`config.mk`:
```
export PLATFORM = sky130hd
export DESIGN_NAME = cmd_sequencer
export DESIGN_NICKNAME = d
export VERILOG_FILES = /design/src/rtl/sdram_pkg.sv /design/src/rtl/cmd_table.sv /design/src/rtl/cmd_sequencer.sv
export SDC_FILE = /design/constraint.sdc
export NUM_CORES = 1
export LEC_CHECK = 0
export CAP_MARGIN = 20
export CORE_UTILIZATION = 63
export CTS_BUF_LIST = sky130_fd_sc_hd__clkbuf_8
export CTS_CLUSTER_SIZE = 16
export DETAILED_ROUTE_END_ITERATION = 8
export MAX_ROUTING_LAYER = met4
export PLACE_DENSITY = 0.81
export SLEW_MARGIN = 20
export SYNTH_ARGS = -nofsm -noshare
export SYNTH_HDL_FRONTEND = slang
export SYNTH_SLANG_ARGS = --single-unit
```
`constraint.sdc`:
```
create_clock -name clk -period 4.2 [get_ports clk]
set_clock_uncertainty 0.2 [all_clocks]
set_input_delay 0.63 -clock clk [delete_from_list [all_inputs] [get_ports clk]]
set_output_delay 0.63 -clock clk [all_outputs]
set_load 0.02 [all_outputs]
```
`src/rtl/sdram_pkg.sv`:
```
// Shared SDRAM definitions: opcode constants, default field widths and the
// command sequencer state encoding.
// Opcodes use the {RAS_n, CAS_n, WE_n} plus spare-MSB encoding of the controller.
package sdram_pkg;

    // Default field widths used by the sequencer and its table.
    localparam int CMD_W_DEF  = 4;
    localparam int ADDR_W_DEF = 22;

    // SDRAM command opcodes.
    localparam logic [3:0] OP_LOAD_MODE = 4'b0000;
    localparam logic [3:0] OP_REFRESH   = 4'b0001;
    localparam logic [3:0] OP_PRECHARGE = 4'b0010;
    localparam logic [3:0] OP_ACTIVE    = 4'b0011;
    localparam logic [3:0] OP_WRITE     = 4'b0100;
    localparam logic [3:0] OP_READ      = 4'b0101;
    localparam logic [3:0] OP_NOP       = 4'b0111;

    // Sequencer states.
    typedef enum logic [1:0] {
        SEQ_IDLE      = 2'd0,
        SEQ_ISSUE     = 2'd1,
        SEQ_WAIT_DONE = 2'd2
    } seq_state_t;

    // A sequence length is usable only when it names at least one entry and
    // does not run past the end of the table.
    function automatic bit len_in_range(input int len, input int depth);
        return (len >= 1) && (len <= depth);
    endfunction

endpackage

```
`src/rtl/cmd_table.sv`:
```
// Command table: DEPTH x {cmd, addr} register file, sync write, async read.
// Latency: write visible on the cycle after the strobe; read is combinational.
// Backpressure: none; writes are always accepted when we_i is high.
// Ports: clk; we_i/wr_idx_i/wr_cmd_i/wr_addr_i write port;
//        rd_idx_i read index; rd_cmd_o/rd_addr_o read data.
module cmd_table
    import sdram_pkg::*;
#(
    parameter int CMD_W  = CMD_W_DEF,
    parameter int ADDR_W = ADDR_W_DEF,
    parameter int DEPTH  = 16,
    localparam int IDX_W = $clog2(DEPTH)
) (
    input  logic              clk,
    input  logic              we_i,
    input  logic [IDX_W-1:0]  wr_idx_i,
    input  logic [CMD_W-1:0]  wr_cmd_i,
    input  logic [ADDR_W-1:0] wr_addr_i,
    input  logic [IDX_W-1:0]  rd_idx_i,
    output logic [CMD_W-1:0]  rd_cmd_o,
    output logic [ADDR_W-1:0] rd_addr_o
);

    // Contents are deliberately not reset: software programs the table
    // before the first start.
    logic [CMD_W+ADDR_W-1:0] mem_q [DEPTH];

    always_ff @(posedge clk) begin
        if (we_i) begin
            mem_q[wr_idx_i] <= {wr_cmd_i, wr_addr_i};
        end
    end

    assign {rd_cmd_o, rd_addr_o} = mem_q[rd_idx_i];

endmodule

```
`src/rtl/cmd_sequencer.sv`:
```
// Command sequencer: replays a programmed {cmd, addr} list into the SDRAM
// controller on each init_comp rising edge, one command per cmd_done.
// Latency: start edge -> cmd_valid in 1 clk; cmd_done -> next cmd_valid in 1 clk.
// Backpressure: cmd/cmd_addr held stable while cmd_valid & ~cmd_ready.
//
// Ports:
//   clk, rst               clock, async active-high reset
//   init_comp              controller init complete; rising edge starts a run
//   cmd_valid/cmd_ready    command handshake; cmd/cmd_addr/cmd_idx payload
//   cmd_done               controller finished the outstanding command
//   seq_len, loop_en       run length and loop mode, sampled at start
//   abort                  return to IDLE on the next clock
//   cfg_we/idx/cmd/addr    table write port, ignored while busy
//   busy, seq_done         run in progress / normal completion pulse
//   timeout_err            sticky per-command timeout flag
module cmd_sequencer
    import sdram_pkg::*;
#(
    parameter int              CMD_W   = CMD_W_DEF,
    parameter int              ADDR_W  = ADDR_W_DEF,
    parameter int              DEPTH   = 16,
    parameter int              TIMEOUT = 1024,
    parameter logic [CMD_W-1:0] NOP_CMD = CMD_W'(OP_NOP),
    localparam int             IDX_W   = $clog2(DEPTH),
    localparam int             TMR_W   = $clog2(TIMEOUT)
) (
    input  logic              clk,
    input  logic              rst,
    input  logic              init_comp,
    input  logic              cmd_done,
    input  logic              cmd_ready,
    output logic              cmd_valid,
    output logic [CMD_W-1:0]  cmd,
    output logic [ADDR_W-1:0] cmd_addr,
    output logic [IDX_W-1:0]  cmd_idx,
    input  logic [IDX_W:0]    seq_len,
    input  logic              loop_en,
    input  logic              abort,
    input  logic              cfg_we,
    input  logic [IDX_W-1:0]  cfg_idx,
    input  logic [CMD_W-1:0]  cfg_cmd,
    input  logic [ADDR_W-1:0] cfg_addr,
    output logic              busy,
    output logic              seq_done,
    output logic              timeout_err
);

    localparam logic [IDX_W-1:0] IDX_ONE  = IDX_W'(1);
    localparam logic [IDX_W:0]   LEN_ONE  = (IDX_W+1)'(1);
    localparam logic [TMR_W-1:0] TMR_ONE  = TMR_W'(1);
    localparam logic [TMR_W-1:0] TMR_LAST = TMR_W'(TIMEOUT - 1);

    // ------------------------------------------------------------------
    // State
    // ------------------------------------------------------------------
    seq_state_t        state_q, state_d;
    logic              init_q;
    logic [IDX_W-1:0]  idx_q, idx_d;
    logic [IDX_W:0]    len_q, len_d;
    logic              loop_q, loop_d;
    logic [TMR_W-1:0]  tmr_q, tmr_d;

    logic              cmd_valid_q, cmd_valid_d;
    logic [CMD_W-1:0]  cmd_q, cmd_d;
    logic [ADDR_W-1:0] cmd_addr_q, cmd_addr_d;
    logic              busy_q, busy_d;
    logic              seq_done_q, seq_done_d;
    logic              timeout_err_q, timeout_err_d;

    logic              start;
    logic              xfer;
    logic              last_entry;
    logic              tmr_expired;
    logic [CMD_W-1:0]  tbl_cmd;
    logic [ADDR_W-1:0] tbl_addr;

    // ------------------------------------------------------------------
    // Command table. The read port follows the next index so the registered
    // cmd/cmd_addr already hold the entry on the first ISSUE cycle.
    // ------------------------------------------------------------------
    cmd_table #(
        .CMD_W  (CMD_W),
        .ADDR_W (ADDR_W),
        .DEPTH  (DEPTH)
    ) u_table (
        .clk       (clk),
        .we_i      (cfg_we & ~busy_q),
        .wr_idx_i  (cfg_idx),
        .wr_cmd_i  (cfg_cmd),
        .wr_addr_i (cfg_addr),
        .rd_idx_i  (idx_d),
        .rd_cmd_o  (tbl_cmd),
        .rd_addr_o (tbl_addr)
    );

    // ------------------------------------------------------------------
    // Decode helpers
    // ------------------------------------------------------------------
    // Only a fresh edge starts a run; a level that is already high when the
    // FSM returns to IDLE is ignored.
    assign start       = init_comp & ~init_q;
    assign xfer        = (state_q == SEQ_ISSUE) & cmd_ready;
    assign last_entry  = ({1'b0, idx_q} == (len_q - LEN_ONE));
    assign tmr_expired = (tmr_q == TMR_LAST);

    // ------------------------------------------------------------------
    // State register
    // ------------------------------------------------------------------
    always_ff @(posedge clk or posedge rst) begin
        if (rst) begin
            state_q       <= SEQ_IDLE;
            init_q        <= 1'b0;
            idx_q         <= '0;
            len_q         <= '0;
            loop_q        <= 1'b0;
            tmr_q         <= '0;
            cmd_valid_q   <= 1'b0;
            cmd_q         <= NOP_CMD;
            cmd_addr_q    <= '0;
            busy_q        <= 1'b0;
            seq_done_q    <= 1'b0;
            timeout_err_q <= 1'b0;
        end else begin
            state_q       <= state_d;
            init_q        <= init_comp;
            idx_q         <= idx_d;
            len_q         <= len_d;
            loop_q        <= loop_d;
            tmr_q         <= tmr_d;
            cmd_valid_q   <= cmd_valid_d;
            cmd_q         <= cmd_d;
            cmd_addr_q    <= cmd_addr_d;
            busy_q        <= busy_d;
            seq_done_q    <= seq_done_d;
            timeout_err_q <= timeout_err_d;
        end
    end

    // ------------------------------------------------------------------
    // Next-state logic
    // ------------------------------------------------------------------
    always_comb begin
        state_d       = state_q;
        idx_d         = idx_q;
        len_d         = len_q;
        loop_d        = loop_q;
        tmr_d         = tmr_q;
        seq_done_d    = 1'b0;
        timeout_err_d = timeout_err_q;

        if (abort) begin
            // Abort beats a same-cycle transfer or cmd_done and leaves the
            // error flag alone so software can still inspect it.
            state_d = SEQ_IDLE;
        end else begin
            unique case (state_q)
                SEQ_IDLE: begin
                    if (start) begin
                        if (len_in_range(int'(seq_len), DEPTH)) begin
                            state_d       = SEQ_ISSUE;
                            len_d         = seq_len;
                            loop_d        = loop_en;
                            idx_d         = '0;
                            timeout_err_d = 1'b0;
                        end else begin
                            // Empty or oversized run completes immediately.
                            seq_done_d = 1'b1;
                        end
                    end
                end

                SEQ_ISSUE: begin
                    // cmd_done here belongs to nothing outstanding: ignored.
                    if (xfer) begin
                        state_d = SEQ_WAIT_DONE;
                        tmr_d   = '0;
                    end
                end

                SEQ_WAIT_DONE: begin
                    tmr_d = tmr_q + TMR_ONE;
                    // cmd_done is checked first so it wins over a
                    // same-cycle timeout.
                    if (cmd_done) begin
                        if (!last_entry) begin
                            idx_d   = idx_q + IDX_ONE;
                            state_d = SEQ_ISSUE;
                        end else if (loop_q) begin
                            idx_d   = '0;
                            state_d = SEQ_ISSUE;
                        end else begin
                            state_d    = SEQ_IDLE;
                            seq_done_d = 1'b1;
                        end
                    end else if (tmr_expired) begin
                        state_d       = SEQ_IDLE;
                        timeout_err_d = 1'b1;
                    end
                end

                default: begin
                    state_d = SEQ_IDLE;
                end
            endcase
        end
    end

    // ------------------------------------------------------------------
    // Output next values, derived from the next state so every output is
    // a flop. The table cannot change while busy, so re-reading it every
    // ISSUE cycle keeps cmd/cmd_addr stable under backpressure.
    // ------------------------------------------------------------------
    always_comb begin
        cmd_valid_d = (state_d == SEQ_ISSUE);
        busy_d      = (state_d != SEQ_IDLE);
        cmd_d       = NOP_CMD;
        cmd_addr_d  = '0;
        if (cmd_valid_d) begin
            cmd_d      = tbl_cmd;
            cmd_addr_d = tbl_addr;
        end
    end

    assign cmd_valid   = cmd_valid_q;
    assign cmd         = cmd_q;
    assign cmd_addr    = cmd_addr_q;
    assign cmd_idx     = idx_q;
    assign busy        = busy_q;
    assign seq_done    = seq_done_q;
    assign timeout_err = timeout_err_q;

endmodule

```
==> impl_metrics.yaml <==
power:
  internal_power_mw: 7.42
  switching_share_pct: 23.9
  vdd.ir_drop.worst_v: 0.000236
  power_mw: 9.74
  combPwrFrac_pct: 8.6
  power_density_nw_per_um2: 453
  seqPwrFrac_pct: 53.7
  p_switching_mw: 2.33
  leakagePower_nw: 7.84
  p_clk_share_pct: 37.8
layout:
  finalNonFillerCells: 1838
  final_nets: 1445
  layout-drive-gt1-share_pct: 13.4
  syn2layout_area_growth_pct: 15.1
  fillers: 1622
timing:
  slew_viol_final: 0
  setup_violations: 0
  rsz0062_at_grt: "false"
  post-route-period-util_pct: 92.4
  period_minus_slack_ns: 3.88
  slew_headroom_pct: 59.0
  worstMarginPinSlew_ns: 0.613
  finalHoldViolCount: 0
  fmax_ghz: 0.258
synth:
  synth_top_area_share_pct: 66.9
  ys_warn_count: 0
  synth_edf_count: 416
  ys_seq_area_share_pct: 74.0
  avgSynthCellArea_um2: 14.6
  syn_nets: 1321
  netlist_area_um2: 18700
  synth_cell_types: 61
  yosysTopAreaCell: "edfxtp_1"
  synthTopCellsByCount: "416 x edfxtp_1, 297 x nand2_1, 78 x mux2i_1"
  ys_seq_elements: 469
  synth.most_common_cell: "edfxtp_1"
  synth_area_leaders: "edfxtp_1 67%, dfrtp_1 6.7%, nand2_1 6.0%"
  synth_cells: 1275
  yosys_most_used_dff: "edfxtp_1"
  async_reset_ff_share_pct: 11.3
cts:
  postCtsSetupBuffers: 0
  cts_tree: "done"
  clk-insertion-delay-late_ns: 0.60
  cts_resized: 0
  cts_buffer_depth: 3
  path_clk_slew_ns: 0.06
  cts_made_buffers: 73
  cts_sinks: 469
  cts_root_buf: "clkbuf_8"
  htreeDepth: 3
  ctsHoldBuffers: 0
detailed_routing:
  post_drt_wl_per_cell_um: 23.5
  wirelength_mm: 43.3
  drcViolationCount: 0
  antenna_left: 0
  firstDrtPassIters: 6
  via_count: 11554
  vias_per_cell: 6.29
  drt_iter0_drc: 1479
die:
  pin_count: 77
  die_height_um: 174
  start_util_pct: 64.5
  core-area_um2: 28900
  placementRows: 62
  dieArea_um2: 30300
  die_w_um: 174
global_route:
  grt_pass1_vias: 11601
  grt_use_total_pct: 30.0
  grt_pass1_wl_mm: 65.7
  antenna_found_initial: 1
  grt-ovfl-total: 0
  grt_max_degree: 111
setup_path:
  cpMaxStageDelayCell: "o211ai_2"
  startpoint: "len_q[0]"
  crit_fanout: 57
  r2r_start: "len_q[0]"
  crit_chain: "inv_1 -> ha_1 -> nor4bb_1 -> a22o_1 -> o211ai_2 -> o21bai_1 -> a32oi_4 -> buf_12 -> buf_12 -> nand2_1 -> and3_1 -> o32ai_1 -> a221o_1"
  crit_top_cell: "buf_12"
  r2r_slack_ns: 0.32
  slowest_delay_ns: 0.46
  worstPathRequired_ns: 4.54
  crit_arrival_ns: 4.22
  startpoint_type: "flop"
  critical_path_class: "reg2reg"
  end_kind: "flop"
place:
  portBuffers: 76
  dp_cells: 1708
  globalplace.congestion: 0.857
  hpwl_mm: 23.5
run_status:
  outcome: "finished clean"
min_path:
  hp-class: "in2async"
flow_run:
  cap_violations: 0
logic make-up (layout without fill, tap and decap cells):
| logic type | Yosys count | after routing | share of synthesized area [%] |
|---|---|---|---|
| AOI/OAI and AO/OA | 160 | 160 | 6.81 |
| DFF | 469 | 469 | 74.0 |
| xor gates and xnor gates | 12 | 12 | 0.563 |
| and+or+nand+nor | 461 | 461 | 11.1 |
| other | 0 | 1 | 0 |
| adders and majority gates | 3 | 3 | 0.201 |
| buffers and inverters | 78 | 256 | 2.26 |
| muxes | 92 | 92 | 5.02 |
state kept, by name (all words and copies together), names as in the netlist, 2 cells and up:
| signal | flops |
|---|---|
| len_q | 5 |
| cmd_idx | 4 |
| cmd | 4 |
| u_table.mem_q | 416 |
| cmd_addr | 22 |
| state_q | 2 |
| tmr_q | 10 |
worst paths after layout:
path                                      to  cells after the start
worst min register to register   timeout_err                      2
min in group clk                 timeout_err                      2
worst min-delay path                tmr_q[7]                      2
worst max-delay path            cmd_addr[16]                     13
worst max register to register  cmd_addr[16]                     13
max in group asynchronous        cmd_addr[9]                      3
power groups by stage:
stage / clock [mW] / sequential, mW / combinational, mW
after floorplan: 0 / 5.32 / 0.532
after global placement: 0 / 5.32 / 0.793
after detailed placement: 0 / 5.32 / 0.828
after CTS: 3.72 / 5.23 / 0.835
after global routing: 3.92 / 5.23 / 0.906
final: 3.68 / 5.23 / 0.836
area by class of cell:
cell class | count | area [um^2] | area share [%]
clock inverter | 51 | 323 | 1.50
inverter | 10 | 42.5 | 0.198
multi-input combinational | 728 | 4570 | 21.2
clock buffer | 78 | 1070 | 4.99
sequential | 469 | 13800 | 64.3
timing repair buffer | 117 | 1190 | 5.55
antenna | 1 | 2.50 | 0.0116
tap | 384 | 480 | 2.23
routing by layer:
| metal | track usage, % | vias up | wire length [um] | part of all wire [%] |
|---|---|---|---|---|
| met2 | 46.2 | 712 | 20900 | 48 |
| met4 | 10.4 | 0 | 1020 | 2.4 |
| met5 | - | - | 0 | 0 |
| met1 | 40.7 | 5691 | 16700 | 39 |
| met3 | 5.56 | 98 | 4600 | 11 |
| li1 | - | 5053 | - | - |
cells in the final DEF (no fill, tap or decap), types with 5 or more instances in the layout:
cell             Yosys  final
buf_12               0     10
dfrtp_1             50     50
nand2b_1             5      5
edfxtp_1           416    416
nand2_1            297    297
xnor2_1              5      5
clkbuf_8             0     78
a31oi_1             28     28
xor2_1               7      7
a221o_2              7      7
o22ai_1             10     10
a32o_1               9      9
nor2_4               1     13
a311oi_1            18     18
buf_4               12     31
clkinv_2             0      5
a221o_1             16     16
mux2i_1             78     78
o21ai_0             17     17
and3_1              76     76
or3_1                6      6
clkdlybuf4s50_1      0     76
a211o_1              9      9
o32ai_1             14     14
nor3_1              14     10
nor2_1              33     21
inv_1                8     33
mux2_2              14     14
clkinv_1             0     10
a21oi_1             14     14
metrics by stage:
| stage | TNS, ns | util, % | area, um^2 | worst slack, ns | hold slack (ns) |
|---|---|---|---|---|---|
| after floorplan | 0 | - | 18700 | 0.687 | 0.291 |
| after global placement | 0 | 69.5 | 20100 | 0.0852 | 0.318 |
| after detailed placement | -0.362 | 69.5 | 20100 | -0.142 | 0.325 |
| after CTS | 0 | 74.3 | 21500 | 0.334 | 0.193 |
| after global routing | 0 | 74.3 | 21500 | 0.146 | 0.222 |
| final | 0 | 74.3 | 21500 | 0.321 | 0.189 |
worst max-delay path, delay by kind of cell (launching register included):
kind | cells | cell delay (ns)
AO/OA/AOI/OAI | 6 | 1.81
buffers and inverters | 3 | 0.71
AND/OR/NAND/NOR | 3 | 0.43
flip-flops | 1 | 0.38
adder cells (fa/ha/maj) | 1 | 0.24
(Power assumes the default switching activity.)
